[src/rtl/clk_div_bank_pkg.sv]
// Shared clock-divider configuration: divider constants and per-channel reset divisors.
package clk_div_bank_pkg;

  localparam int unsigned clk_divider_pll = 0;
  localparam int unsigned clk_divider_rtc = 1524;
  localparam int unsigned clks_per_bit    = 433;

  localparam int unsigned MAX_CHANNELS = 8;

  typedef logic [MAX_CHANNELS-1:0][31:0] clk_div_init_t;

  // ch0 in the low word; unused channels reset to zero
  localparam clk_div_init_t DIV_INIT_DEFAULT = {
    32'd0, 32'd0, 32'd0, 32'd0, 32'd0,
    32'(clks_per_bit),
    32'(clk_divider_rtc),
    32'(clk_divider_pll)
  };

endpackage

[src/rtl/clk_div_chan.sv]
// One divider channel: counter, active/shadow divisor, tick and optional toggle.
// Optional toggle output enabled by defining CLK_DIV_TOGGLE_EN.
module clk_div_chan
  import clk_div_bank_pkg::*;
#(
  parameter int unsigned WIDTH = 16,
  parameter logic [WIDTH-1:0] INIT = '0
) (
  input  logic             clock,
  input  logic             reset,
  input  logic             enable,
  input  logic             wen,
  input  logic [WIDTH-1:0] wdata,
  output logic             tick,
  output logic             toggle,
  output logic [WIDTH-1:0] active
);

  logic [WIDTH-1:0] cnt;
  logic [WIDTH-1:0] act;
  logic [WIDTH-1:0] shd;
  logic             pend;
  logic             term;

  assign term   = (cnt == act);
  assign active = act;

  always_ff @(posedge clock) begin
    if (reset) begin
      cnt  <= '0;
      tick <= 1'b0;
      act  <= INIT;
      shd  <= INIT;
      pend <= 1'b0;
    end else if (!enable) begin
      cnt  <= '0;
      tick <= 1'b0;
      pend <= 1'b0;
      if (wen) begin
        act <= wdata;
        shd <= wdata;
      end else if (pend) begin
        act <= shd;
      end
    end else if (term) begin
      // a write landing on this edge waits for the next terminal count
      cnt  <= '0;
      tick <= 1'b1;
      if (pend) act <= shd;
      if (wen) shd <= wdata;
      pend <= wen;
    end else begin
      cnt  <= cnt + 1'b1;
      tick <= 1'b0;
      if (wen) begin
        shd  <= wdata;
        pend <= 1'b1;
      end
    end
  end

`ifdef CLK_DIV_TOGGLE_EN
  always_ff @(posedge clock) begin
    if (reset || !enable) begin
      toggle <= 1'b0;
    end else if (term) begin
      toggle <= ~toggle;
    end
  end
`else
  assign toggle = 1'b0;
`endif

endmodule

[src/rtl/clk_div_bank.sv]
// Bank of independent programmable clock-enable dividers.
// Optional toggle output enabled by defining CLK_DIV_TOGGLE_EN.
module clk_div_bank
  import clk_div_bank_pkg::*;
#(
  parameter int unsigned   CHANNELS = 3,
  parameter int unsigned   WIDTH    = 16,
  parameter clk_div_init_t DIV_INIT = DIV_INIT_DEFAULT
) (
  input  logic                      clock,
  input  logic                      reset,
  input  logic [CHANNELS-1:0]       enable,
  input  logic [CHANNELS-1:0]       div_wen,
  input  logic [WIDTH-1:0]          div_wdata,
  output logic [CHANNELS-1:0]       tick,
  output logic [CHANNELS-1:0]       toggle,
  output logic [CHANNELS*WIDTH-1:0] div_active
);

  for (genvar i = 0; i < CHANNELS; i++) begin : g_chan
    clk_div_chan #(
      .WIDTH(WIDTH),
      .INIT (DIV_INIT[i][WIDTH-1:0])
    ) u_chan (
      .clock (clock),
      .reset (reset),
      .enable(enable[i]),
      .wen   (div_wen[i]),
      .wdata (div_wdata),
      .tick  (tick[i]),
      .toggle(toggle[i]),
      .active(div_active[i*WIDTH +: WIDTH])
    );
  end

endmodule

[config.mk]
export PLATFORM = sky130hd
export DESIGN_NAME = clk_div_bank
export DESIGN_NICKNAME = d
export VERILOG_FILES = /design/src/rtl/clk_div_bank_pkg.sv /design/src/rtl/clk_div_chan.sv /design/src/rtl/clk_div_bank.sv
export SDC_FILE = /design/constraint.sdc
export NUM_CORES = 1
export LEC_CHECK = 0
export CAP_MARGIN = 20
export CORE_AREA = 2 2 121 123
export DETAILED_ROUTE_END_ITERATION = 10
export DIE_AREA = 0 0 123 125
export PLACE_DENSITY = 0.74
export SLEW_MARGIN = 25
export SYNTH_ARGS = -nofsm -noshare
export SYNTH_HDL_FRONTEND = slang
export SYNTH_SLANG_ARGS = --single-unit
[constraint.sdc]
create_clock -name clock -period 3.64 [get_ports clock]
set_clock_uncertainty 0.1 [all_clocks]
set_input_delay 0.546 -clock clock [delete_from_list [all_inputs] [get_ports clock]]
set_output_delay 0.546 -clock clock [all_outputs]
set_load 0.1 [all_outputs]
* Yosys cells after proc, flatten, opt, wreduce, memory -nomap -nowiden
Index checks and enable logic that the tools add are counted.
** Storage, ports and cells
- Output and inout bits :: 54
- Bits of input ports :: 24
- Flip-flop bits (word level) :: 150
** Operators by class
- Add/sub/neg operators :: 3
- Bitwise logic cells :: 3
- Reduce and logical (&&, ||, !) cells :: 9
- Eq/ne operators :: 6
- Mux-type cells :: 21
** Operators by type and width (count)
- 16-bit two-way mux :: 12
- 16-bit by 1-bit adder with 16-bit output (second input constant) :: 3
- 16-bit equality test :: 3
- 1-bit two-way mux :: 9
- 3-bit OR reduction :: 3
- 2-bit by 1-bit inequality test with 1-bit output (second input constant) :: 3
- 2-bit nonzero test :: 3
- 2-bit OR reduction :: 3
- 1-bit inverter :: 3

* Logic depth before layout (Yosys ltp)
Gate-level depths: netlist of run 1.
- Depth in word-level cells :: 3
- Mapped depth :: 7

* Cells and area by module
A second synthesis of run 1 with hierarchy kept.
** Second synthesis, totals
- Cell total of the unflattened synthesis :: 775
- Area total of the unflattened synthesis :: 7230.7 sq um
** By module, submodules not included
- clk_div_chan at g_chan[0].u_chan :: seq. area each 1001.0 sq um, instances 1, area an instance 2636.3 sq um, cells each 273
- clk_div_chan at g_chan[2].u_chan :: seq. area each 1001.0 sq um, instances 1, area an instance 2321.0 sq um, cells each 251
- clk_div_chan at g_chan[1].u_chan :: seq. area each 1001.0 sq um, instances 1, area an instance 2273.4 sq um, cells each 251

* Worst setup path before layout of run 1
No wires, ideal clock.
- Kind :: reg2reg
- From :: register g_chan[0].u_chan.act[10]
- To :: register g_chan[0].u_chan.act[12]
- Stages on the path, launching flop included :: 7
- Period minus slack after synthesis :: 2.662 ns
- Path buffers :: 1
- Data required time :: 3.412 ns
- Slack :: 0.978 ns
- Data arrival time :: 2.434 ns
- Library setup time :: 0.128 ns
- Cells stage by stage :: dfxtp_1 > xnor2_1 > nand4_1 > o41ai_4 > buf_6 > mux2i_1 > nor2_1
** Between the ends
- Word-level cells in the longest chain between the ends :: 2
** Ends and longest elaborated chain
- from (decl) :: line clk_div_chan.sv:20 : logic [WIDTH-1:0] act;
- from (signal assigned) :: line clk_div_chan.sv:40 : act <= wdata;
- 16-bit equality test :: line clk_div_chan.sv:25 : assign term = (cnt == act);
- 2-bit by 1-bit inequality test with 1-bit output (no source line)
No other way between the ends.
A chain may end at the register's enable or synchronous reset.

* Final worst setup path of run 1
- From :: register g_chan[0].u_chan.act[7]
- To :: output div_active[7]
** RTL lines
- to (decl) :: line clk_div_bank.sv:17 : output logic [CHANNELS*WIDTH-1:0] div_active
No word-level cell between the ends.

==> summary.md, run 1 <==
| Metric | Value |
|---|---|
| Status | `complete, no violations` |
| Critical-path maximum fanout | `4` |
| Worst hold path stage count | `1` |
| Remaining antenna violation count | `0` |
| Synth top area share | `43.28%` |
| Dpl ws | `0.9894 ns` |
| Pwr Density | `522.4 nW/um^2` |
| CP max stage delay | `1.19 ns` |
| DRT iter0 DRCs | `358` |
| Final WS setup | `0.9292 ns` |
| Top_reg_cell synth | `dfxtp_1` |
| GRT overflow | `0` |
| EDFF count, synth | `0` |
| Crit path launch type | `flip-flop` |
| 1st-pass router iterations | `4` |
| Leak Pwr | `3.215 nW` |
| DR WL/cell | `17.13 um` |
| Worst path slowest cell | `clkdlybuf4s50_1` |
| First-pass GRT wire length | `28520 um` |
| Post-CTS setup buffers | `0` |
| Clk buf depth | `2` |
| H-tree levels | `4` |
| Synthesized area per cell | `9.275 um^2` |
| Initial Util | `48.85%` |
| Part of the power in combinational logic | `17.2%` |
| Detailed-route wire length | `17200 um` |
| Final Slew Violations | `0` |
| Grt met3 use | `4.425%` |
| Peak supply drop | `0.0003501 V` |
| Sw Ratio | `28.70%` |
| Clk pwr share | `41.6%` |
| Required time of the critical path | `2.99 ns` |
| HPWL after DPL | `12180 um` |
| Setup violations, final | `0` |
| Initial antenna violation count | `0` |
| Post-CTS sizing | `0` |
| Reg clk slew, reported paths | `0.06 ns` |
| HP Class | `reg2reg` |
| RSZ-0062 raised after global routing | `false` |
| Cell variety after synth | `31` |
| R2R setup slack | `1.30 ns` |
| R2R depth | `5` |
| Grt met1 use | `30.01%` |
| Internal | `0.003128 W` |
| Chip Height | `125 um` |
| Post-Synthesis Cells | `748` |
| Mapped Area | `6938 um^2` |
| Area growth, synth to finish | `21.06%` |
| CP Buf/Inv Count | `1` |
| Worst setup EP type | `output pin` |
| Setup TNS | `0 ns` |
| FF/Latch Area | `3003 um^2` |
| Clk sinks | `150` |
| WHS Endpoint | `g_chan[2].u_chan.active[8]` |
| F_max | `368.9 MHz` |
| Final-stage net count | `835` |
| Arrival @ worst endpoint | `2.06 ns` |
| Critical path type | `reg2out` |
| Reg2reg end | `g_chan[0].u_chan.cnt[14]` |
| Clk root buf | `clkbuf_16` |
| R2r startpoint | `g_chan[0].u_chan.active[1]` |
| Fin crit share | `74.47%` |
| Io pins | `78` |
| Yosys warning count | `0` |
| Share of layout cells above drive strength 1 | `5.854%` |
| Fillers | `1215` |
| Max cap viols | `0` |
| Final Critical Period | `2.711 ns` |
| Max_slew headroom | `30.97%` |
| Port buffer count | `74` |
| # diodes | `0` |
| RD Place Congestion | `0.8791` |
| Row cnt | `44` |
| CP Cell Sequence | `clkdlybuf4s50_1` |
| Min-delay src | `g_chan[2].u_chan.shd[8]` |
| Largest net degree at the start of global routing | `49` |
| CP startpoint | `g_chan[0].u_chan.active[7]` |
| Asr flop ratio synth | `0%` |
| Most Crowded Layer GR | `met2` |
| CTS tree | `yes` |
| Flop pwr share | `41.2%` |
| M2 GR Usage | `38.90%` |
| Vias | `5519` |
| Psw | `0.001259 W` |
| Largest cells by area after synthesis | `dfxtp_1 43%, mux2i_1 16%, xnor2_1 8.7%` |
| Die area | `15380 um^2` |
| CORE AREA | `14200 um^2` |
| Hold_buf cts | `0` |
| Cell taking the most area after synthesis | `dfxtp_1` |
| Area of the multi-input gates | `3711 um^2` |
| Vias in the first global route | `5625` |
| Total clock buffers created by CTS | `17` |
| Post-synthesis sequential area ratio | `43.28%` |
| Final hold vios | `0` |
| Yosys reg bits | `150` |
| Die width | `123 um` |
| Vias per cell | `5.497` |
| DRC Markers | `0` |
| Skew-Pair Late Insertion Delay | `0.42 ns` |
| GRT Total Usage | `23.50%` |
| Worst-Margin Slew | `1.034 ns` |
| Crit path max-delay family | `buffers and inverters` |
-- state kept, by name, indices dropped and copies added (netlist names) --
name,flops
g_chan.u_chan.active,48
g_chan.u_chan.cnt,48
g_chan.u_chan.pend,3
g_chan.u_chan.shd,48
g_chan.u_chan.tick,3
-- logic make-up (layout without fill, tap and decap cells) --
group                      after synthesis  in the layout  share of synthesized area (%)
and+or+nand+nor                        269            269                          17.39
buffers and inverters                   50            120                          3.372
xor gates and xnor gates                90             90                          11.36
DFF                                    150            150                          43.28
other                                    1              3                        0.05405
muxes                                  108            108                          15.58
adders and majority gates                3              3                         0.5411
AOI/OAI and AO/OA                       77             77                          8.422
-- through the flow --
stage	power, W	cell area [um^2]	util, %	instances	hold WS (ns)
2_1_floorplan	0.002396	6945	-	750	0.3471
3_3_place_gp	0.002574	7770	54.70	972	0.3559
3_5_place_dp	0.002592	7770	54.70	972	0.3647
4_1_cts	0.004405	8388	59.06	1003	0.3774
5_1_grt	0.004533	8399	59.14	1004	0.3896
6_report	0.004387	8399	59.14	1004	0.3833
-- Yosys cell counts (2+ instances only) --
library cell	count
a211o_1	12
a21o_1	12
a221o_1	12
and3_1	11
and3b_1	2
buf_1	12
buf_2	4
buf_4	9
clkbuf_1	20
dfxtp_1	150
ha_1	3
inv_1	4
mux2i_1	108
nand2_1	56
nand3_1	20
nand4_1	20
nor2_1	126
nor2b_1	22
nor3_1	6
o21ai_0	36
o21ai_2	2
o41ai_4	2
or4_1	3
xnor2_1	69
xor2_1	21
-- cell usage in the layout, fill, tap and decap left out, types with 17 or more instances in the layout --
master and instances:
clkbuf_16 17, clkdlybuf4s50_1 73, dfxtp_1 150, mux2i_1 108
nand2_1 56, nand3_1 20, nand4_1 20, nor2_1 126
nor2b_1 21, o21ai_0 36, xnor2_1 69, xor2_1 21
-- per-layer routing --
metal	vias to the layer above	share of wire (%)	routed length (um)
met1	2662	45	7721
met2	153	48	8252
met4	0	3.0	509
met5	-	0	0
met3	38	4.2	717
li1	2666	-	-
-- cell type report --
type	count	share of cell area [%]
Clock buffer	23	5.929
Clock inverter	8	1.430
Inverter	4	0.1788
Multi-Input combinational cell	550	44.18
Sequential cell	150	35.75
Tap cell	184	2.741
Timing Repair Buffer	85	9.787
-- worst max path at each step --
stage	end	slack [ns]	depth (start not counted)
CTS	g_chan[2].u_chan.active[0]	0.90	5
detailed placement	g_chan[2].u_chan.active[0]	0.99	5
global route	div_active[7]	0.89	1
global placement	g_chan[2].u_chan.active[0]	1.10	5
finish	div_active[7]	0.93	1
floorplan	g_chan[0].u_chan.active[12]	0.98	6
-- power by group through the flow --
stage / clock network (W) / logic, W / registers [W]
6_report: 0.00183 / 0.000755 / 0.00181
5_1_grt: 0.00192 / 0.000800 / 0.00182
4_1_cts: 0.00184 / 0.000757 / 0.00181
3_5_place_dp: 0 / 0.000752 / 0.00184
3_3_place_gp: 0 / 0.000738 / 0.00184
2_1_floorplan: 0 / 0.000349 / 0.00205
No activity file was read; power rests on OpenSTA's default activity.
==> inputs of run 2 (changes only) <==
==> constraint.sdc (replaced) <==
create_clock -name clock -period 2.84 [get_ports clock]
set_clock_uncertainty 0.1 [all_clocks]
set_input_delay 0.426 -clock clock [delete_from_list [all_inputs] [get_ports clock]]
set_output_delay 0.426 -clock clock [all_outputs]
set_load 0.1 [all_outputs]
==> run 2 against run 1 <==
Register-to-register slack worse by 0.67 ns. Setup slack got worse by 0.30 ns. Clock power is 24% higher. Global-route usage down 1.3 points. Design area shrank 1.7%. First-iteration DRC count decreased by 22%. Wire length shrank 4.2%. Combinational power is 26% higher.
==> summary.md, run 2 (synthesis results as in run 1) <==
| Metric | Value |
|---|---|
| Status | `complete, no violations` |
| FF/Latch Area | `3003 um^2` |
| Vias | `5453` |
| Most frequent cells in the layout | `150 x dfxtp_1, 126 x nor2_1, 108 x mux2i_1` |
| Detailed-route wire length | `16480 um` |
| Pwr Total | `0.005529 W` |
| Clk root buf | `clkbuf_16` |
| Area after DPL | `7665 um^2` |
| CORE AREA | `14200 um^2` |
| Clk pwr share | `41.0%` |
| Setup violations, final | `0` |
| Psw | `0.001606 W` |
| # diodes | `0` |
| Area of the multi-input gates | `3711 um^2` |
| RSZ-0062 raised after global routing | `false` |
| Commonest non-fill, non-tap cell in the layout | `dfxtp_1` |
| CP Cell Sequence | `xnor2_1, nand4_1, or4_1, nand2_1, nor2_1` |
| Layout Utilization | `58.13%` |
| First-pass GRT wire length | `26770 um` |
| Post-CTS sizing | `0` |
| Max cap viols | `0` |
| Initial antenna violation count | `0` |
| Max_slew headroom | `45.91%` |
| Final Critical Period | `2.214 ns` |
| Clk buf depth | `2` |
| Total clock buffers created by CTS | `17` |
| CP max stage delay | `0.64 ns` |
| Worst-Margin Slew | `0.8103 ns` |
| Sw Ratio | `29.05%` |
| Die area | `15380 um^2` |
| Largest net degree at the start of global routing | `42` |
| Chip Height | `125 um` |
| GRT overflow | `0` |
| Share of layout cells above drive strength 1 | `12.15%` |
| Post-CTS setup buffers | `0` |
| Fillers | `1197` |
| Internal | `0.003923 W` |
| Vias in the first global route | `5327` |
| Worst path slowest cell | `or4_1` |
| Worst setup EP type | `flip-flop` |
| Row cnt | `44` |
| Crit path launch type | `flip-flop` |
| DR WL/cell | `16.36 um` |
| H-tree levels | `4` |
| Required time of the critical path | `3.02 ns` |
| HP Class | `in2reg` |
| Flop pwr share | `41.7%` |
| Part of the power in combinational logic | `17.2%` |
| F_max | `451.6 MHz` |
| Post-route cell area | `8257 um^2` |
| Pwr Density | `669.6 nW/um^2` |
| DRC Markers | `0` |
| Final-stage net count | `837` |
| Arrival @ worst endpoint | `2.40 ns` |
| Setup TNS | `0 ns` |
| RD Place Congestion | `0.8959` |
| Io pins | `78` |
| CTS tree | `yes` |
| Remaining antenna violation count | `0` |
| GRT Total Usage | `22.17%` |
| Clk sinks | `150` |
| DRT iter0 DRCs | `280` |
| Final Slew Violations | `0` |
| Peak supply drop | `0.0004566 V` |
| Fin crit share | `77.97%` |
| HPWL after DPL | `11750 um` |
| Vias per cell | `5.415` |
| Hold_buf cts | `0` |
| Skew-Pair Late Insertion Delay | `0.42 ns` |
| Critical path type | `reg2reg` |
| Area growth, synth to finish | `19.01%` |
| 1st-pass router iterations | `5` |
| Leak Pwr | `3.291 nW` |
| Critical-path maximum fanout | `15` |
| Reg clk slew, reported paths | `0.06 ns` |
| Die width | `123 um` |
| Final hold vios | `0` |
| Port buffer count | `74` |
| Initial Util | `48.85%` |
## run 2: changes by cell type in the layout (fill, tap and decap cells not counted)
cell,previous run,this run
buf_4,10,64
buf_6,1,0
clkinvlp_4,2,1
clkbuf_8,5,2
clkbuf_1,1,3
clkinv_2,3,6
clkdlybuf4s50_1,73,22
## run 2: final timing paths
| check | from | to | slack, ns | depth (start not counted) |
|---|---|---|---|---|
| worst max-delay path | g_chan[2].u_chan.cnt[10] | g_chan[2].u_chan.cnt[3] | 0.63 | 5 |
| worst min-delay path | reset | g_chan[0].u_chan.active[14] | 0.31 | 2 |
| worst max register to register | g_chan[2].u_chan.cnt[10] | g_chan[2].u_chan.cnt[3] | 0.63 | 5 |
| worst min register to register | g_chan[1].u_chan.shd[6] | g_chan[1].u_chan.active[6] | 0.38 | 1 |
## run 2: per-layer routing
layer,part of all wire [%],vias to the layer above,global-route usage (%)
met5,0,-,0
met4,1.0,0,8.356
met3,5.0,11,4.380
met2,49,138,36.95
met1,45,2620,28.20
li1,-,2684,-
## run 2: power by group through the flow
stage	logic [W]	clock network (W)	registers, W
final	0.000953	0.00227	0.00231
after global routing	0.00101	0.00238	0.00232
after CTS	0.000956	0.00230	0.00231
after detailed placement	0.000951	0	0.00235
after global placement	0.000933	0	0.00235
after floorplan	0.000448	0	0.00262
## run 2: critical path, delay by kind of cell (launching register included)
family | cells | cell delay (ns)
xor gates and xnor gates | 1 | 0.15
DFF | 1 | 0.44
and+or+nand+nor | 4 | 1.38
## run 2: through the flow
stage / hold slack [ns] / worst slack (ns) / instances
4_1_cts: 0.2884 / 0.6248 / 1007
6_report: 0.3141 / 0.6255 / 1007
3_5_place_dp: 0.3639 / 0.6356 / 975
2_1_floorplan: 0.3471 / 0.1783 / 750
5_1_grt: 0.3133 / 0.4868 / 1007
3_3_place_gp: 0.3554 / 0.7047 / 975
## run 2: cell type report
cell class                      instances  share of cell area, %
Clock buffer                           22                  5.622
Clock inverter                         10                  1.546
Inverter                                4                 0.1818
Multi-Input combinational cell        550                  44.95
Sequential cell                       150                  36.37
Tap cell                              184                  2.788
Timing Repair Buffer                   87                  8.547
==> inputs of run 3 (changes only) <==
==> constraint.sdc (replaced) <==
create_clock -name clock -period 2.1 [get_ports clock]
set_clock_uncertainty 0.1 [all_clocks]
set_input_delay 0.315 -clock clock [delete_from_list [all_inputs] [get_ports clock]]
set_output_delay 0.315 -clock clock [all_outputs]
set_load 0.1 [all_outputs]
==> run 3 against run 2 <==
Combinational power grew 44%. Setup slack lost 0.54 ns. Clock power grew 37%. Sequential share of layout area grew 0.17 points. Global-route usage grew 1.1 points. Clock-buffer cell count shrank 1. Wire length grew 3.5%. Die area is the same. Non-clock buffer count grew 21. Design area grew 5.0%. Critical path type unchanged. Critical endpoint is now g_chan[0].u_chan.cnt[4].
==> summary.md, run 3 (synthesis results as in run 1) <==
| Metric | Value |
|---|---|
| R2r startpoint | `g_chan[0].u_chan.cnt[1]` |
| HP Class | `in2reg` |
| # diodes | `0` |
| Io pins | `78` |
| Peak supply drop | `0.0005742 V` |
| R2R depth | `6` |
| DR WL/cell | `16.59 um` |
| Reg clk slew, reported paths | `0.06 ns` |
| Final Slew Violations | `0` |
| CP startpoint | `g_chan[0].u_chan.cnt[1]` |
| Commonest non-fill, non-tap cell in the layout | `nor2_1` |
| Vias in the first global route | `5344` |
| Fillers | `1202` |
| Die width | `123 um` |
| Clk root buf | `clkbuf_16` |
| CP Cell Sequence | `xnor2_1, nand4_1, or4_1, nand2_1, buf_12, nor2_1` |
| Final Critical Period | `2.010 ns` |
| Area of the multi-input gates | `3726 um^2` |
| Pwr Density | `873.8 nW/um^2` |
| Clk buf depth | `2` |
| Leak Pwr | `3.477 nW` |
| Max cap viols | `0` |
| Clk pwr share | `41.0%` |
| Initial antenna violation count | `0` |
| First-pass GRT wire length | `27900 um` |
| CP Capture Point | `g_chan[0].u_chan.cnt[4]` |
| Most frequent cells in the layout | `126 x nor2_1, 108 x mux2i_1, 101 x dfxtp_1` |
| CTS tree | `yes` |
| Max_slew headroom | `57.05%` |
| F_max | `497.6 MHz` |
| Detailed-route wire length | `17050 um` |
| Share of layout cells above drive strength 1 | `20.38%` |
| Final-stage net count | `858` |
| Worst-Margin Slew | `0.6383 ns` |
| Total clock buffers created by CTS | `17` |
| Setup TNS | `0 ns` |
| Area growth, synth to finish | `24.92%` |
| Largest net degree at the start of global routing | `39` |
| Remaining antenna violation count | `0` |
| 1st-pass router iterations | `4` |
| Worst path slowest cell | `or4_1` |
| Critical path type | `reg2reg` |
| Final hold vios | `0` |
| Psw | `0.002205 W` |
| Internal | `0.005369 W` |
| Skew-Pair Late Insertion Delay | `0.43 ns` |
| Fin crit share | `95.69%` |
| R2R setup slack | `0.09 ns` |
| CP Buf/Inv Count | `1` |
| Critical-path maximum fanout | `15` |
| Area after DPL | `8048 um^2` |
| Setup violations, final | `0` |
| Row cnt | `44` |
| HPWL after DPL | `12050 um` |
| Part of the power in combinational logic | `18.1%` |
| FF/Latch Area | `3167 um^2` |
| GRT Total Usage | `23.26%` |
| Min Hold Slack | `0.2545 ns` |
| GRT overflow | `0` |
| CP max stage delay | `0.62 ns` |
| Flop pwr share | `40.9%` |
| H-tree levels | `4` |
| RD Place Congestion | `0.8578` |
| Crit path launch type | `flip-flop` |
| DRC Markers | `0` |
| Initial Util | `48.85%` |
| Vias per cell | `5.391` |
| Crit path depth | `6` |
| Crit path max-delay family | `simple AND/OR/NAND/NOR gates` |
| Reg2reg end | `g_chan[0].u_chan.cnt[4]` |
| Status | `complete, no violations` |
| Required time of the critical path | `2.32 ns` |
| Port buffer count | `74` |
| Chip Height | `125 um` |
| Die area | `15380 um^2` |
| Clk sinks | `150` |
| Worst setup EP type | `flip-flop` |
| CORE AREA | `14200 um^2` |
| Post-route cell area | `8667 um^2` |
| DRT iter0 DRCs | `442` |
| Vias | `5542` |
| Arrival @ worst endpoint | `2.23 ns` |
| Layout Utilization | `61.02%` |
| Sw Ratio | `29.11%` |
| RSZ-0062 raised after global routing | `false` |
==> run 3: how the worst min path moves through the flow <==
| stage | start | endpoint | slack, ns | depth (start not counted) |
|---|---|---|---|---|
| floorplan | div_wdata[4] | g_chan[2].u_chan.shd[4] | 0.33 | 1 |
| global placement | g_chan[2].u_chan.shd[4] | g_chan[2].u_chan.active[4] | 0.36 | 1 |
| CTS | reset | g_chan[0].u_chan.active[7] | 0.23 | 2 |
| detailed placement | g_chan[1].u_chan.shd[8] | g_chan[1].u_chan.active[8] | 0.36 | 1 |
| global route | reset | g_chan[1].u_chan.shd[12] | 0.25 | 2 |
| finish | reset | g_chan[1].u_chan.shd[12] | 0.25 | 2 |
==> run 3: per-stage QoR <==
step                      worst slack (ns)  cells  power (W)
after detailed placement           0.06745    996   0.004525
after global routing              0.008549   1028   0.007848
after global placement              0.1246    996   0.004495
after floorplan                   -0.06407    750   0.004144
after CTS                          0.05871   1028   0.007612
final                              0.09043   1028   0.007573
==> run 3: routing by layer <==
| metal | vias to the layer above | global-route usage, % | wire length [um] |
|---|---|---|---|
| met5 | - | 0 | 0 |
| met4 | 0 | 9.091 | 298 |
| met3 | 22 | 4.653 | 748 |
| met2 | 131 | 36.82 | 8123 |
| met1 | 2665 | 31.11 | 7882 |
| li1 | 2724 | - | - |
==> run 3: area by class of cell <==
type / count / area share (%)
clock buffer: 21 / 5.428
timing repair buffer: 108 / 10.73
inverter: 4 / 0.1732
tap: 184 / 2.656
clock inverter: 11 / 1.487
multi-input combinational: 550 / 42.99
sequential: 150 / 36.54
==> run 3: power by group through the flow <==
stage,Sequential [W],Combinational (W),Clock (W)
CTS,0.00310,0.00137,0.00314
finish,0.00310,0.00137,0.00310
global placement,0.00315,0.00134,0
detailed placement,0.00316,0.00137,0
global route,0.00311,0.00145,0.00328
floorplan,0.00354,0.000604,0
==> run 3: what timing repair did <==
action                     4_1_cts  5_1_grt
hold buffers                     0        0
setup endpoints to repair        0       18
gates resized for setup          0        4
buffers inserted                 0        0
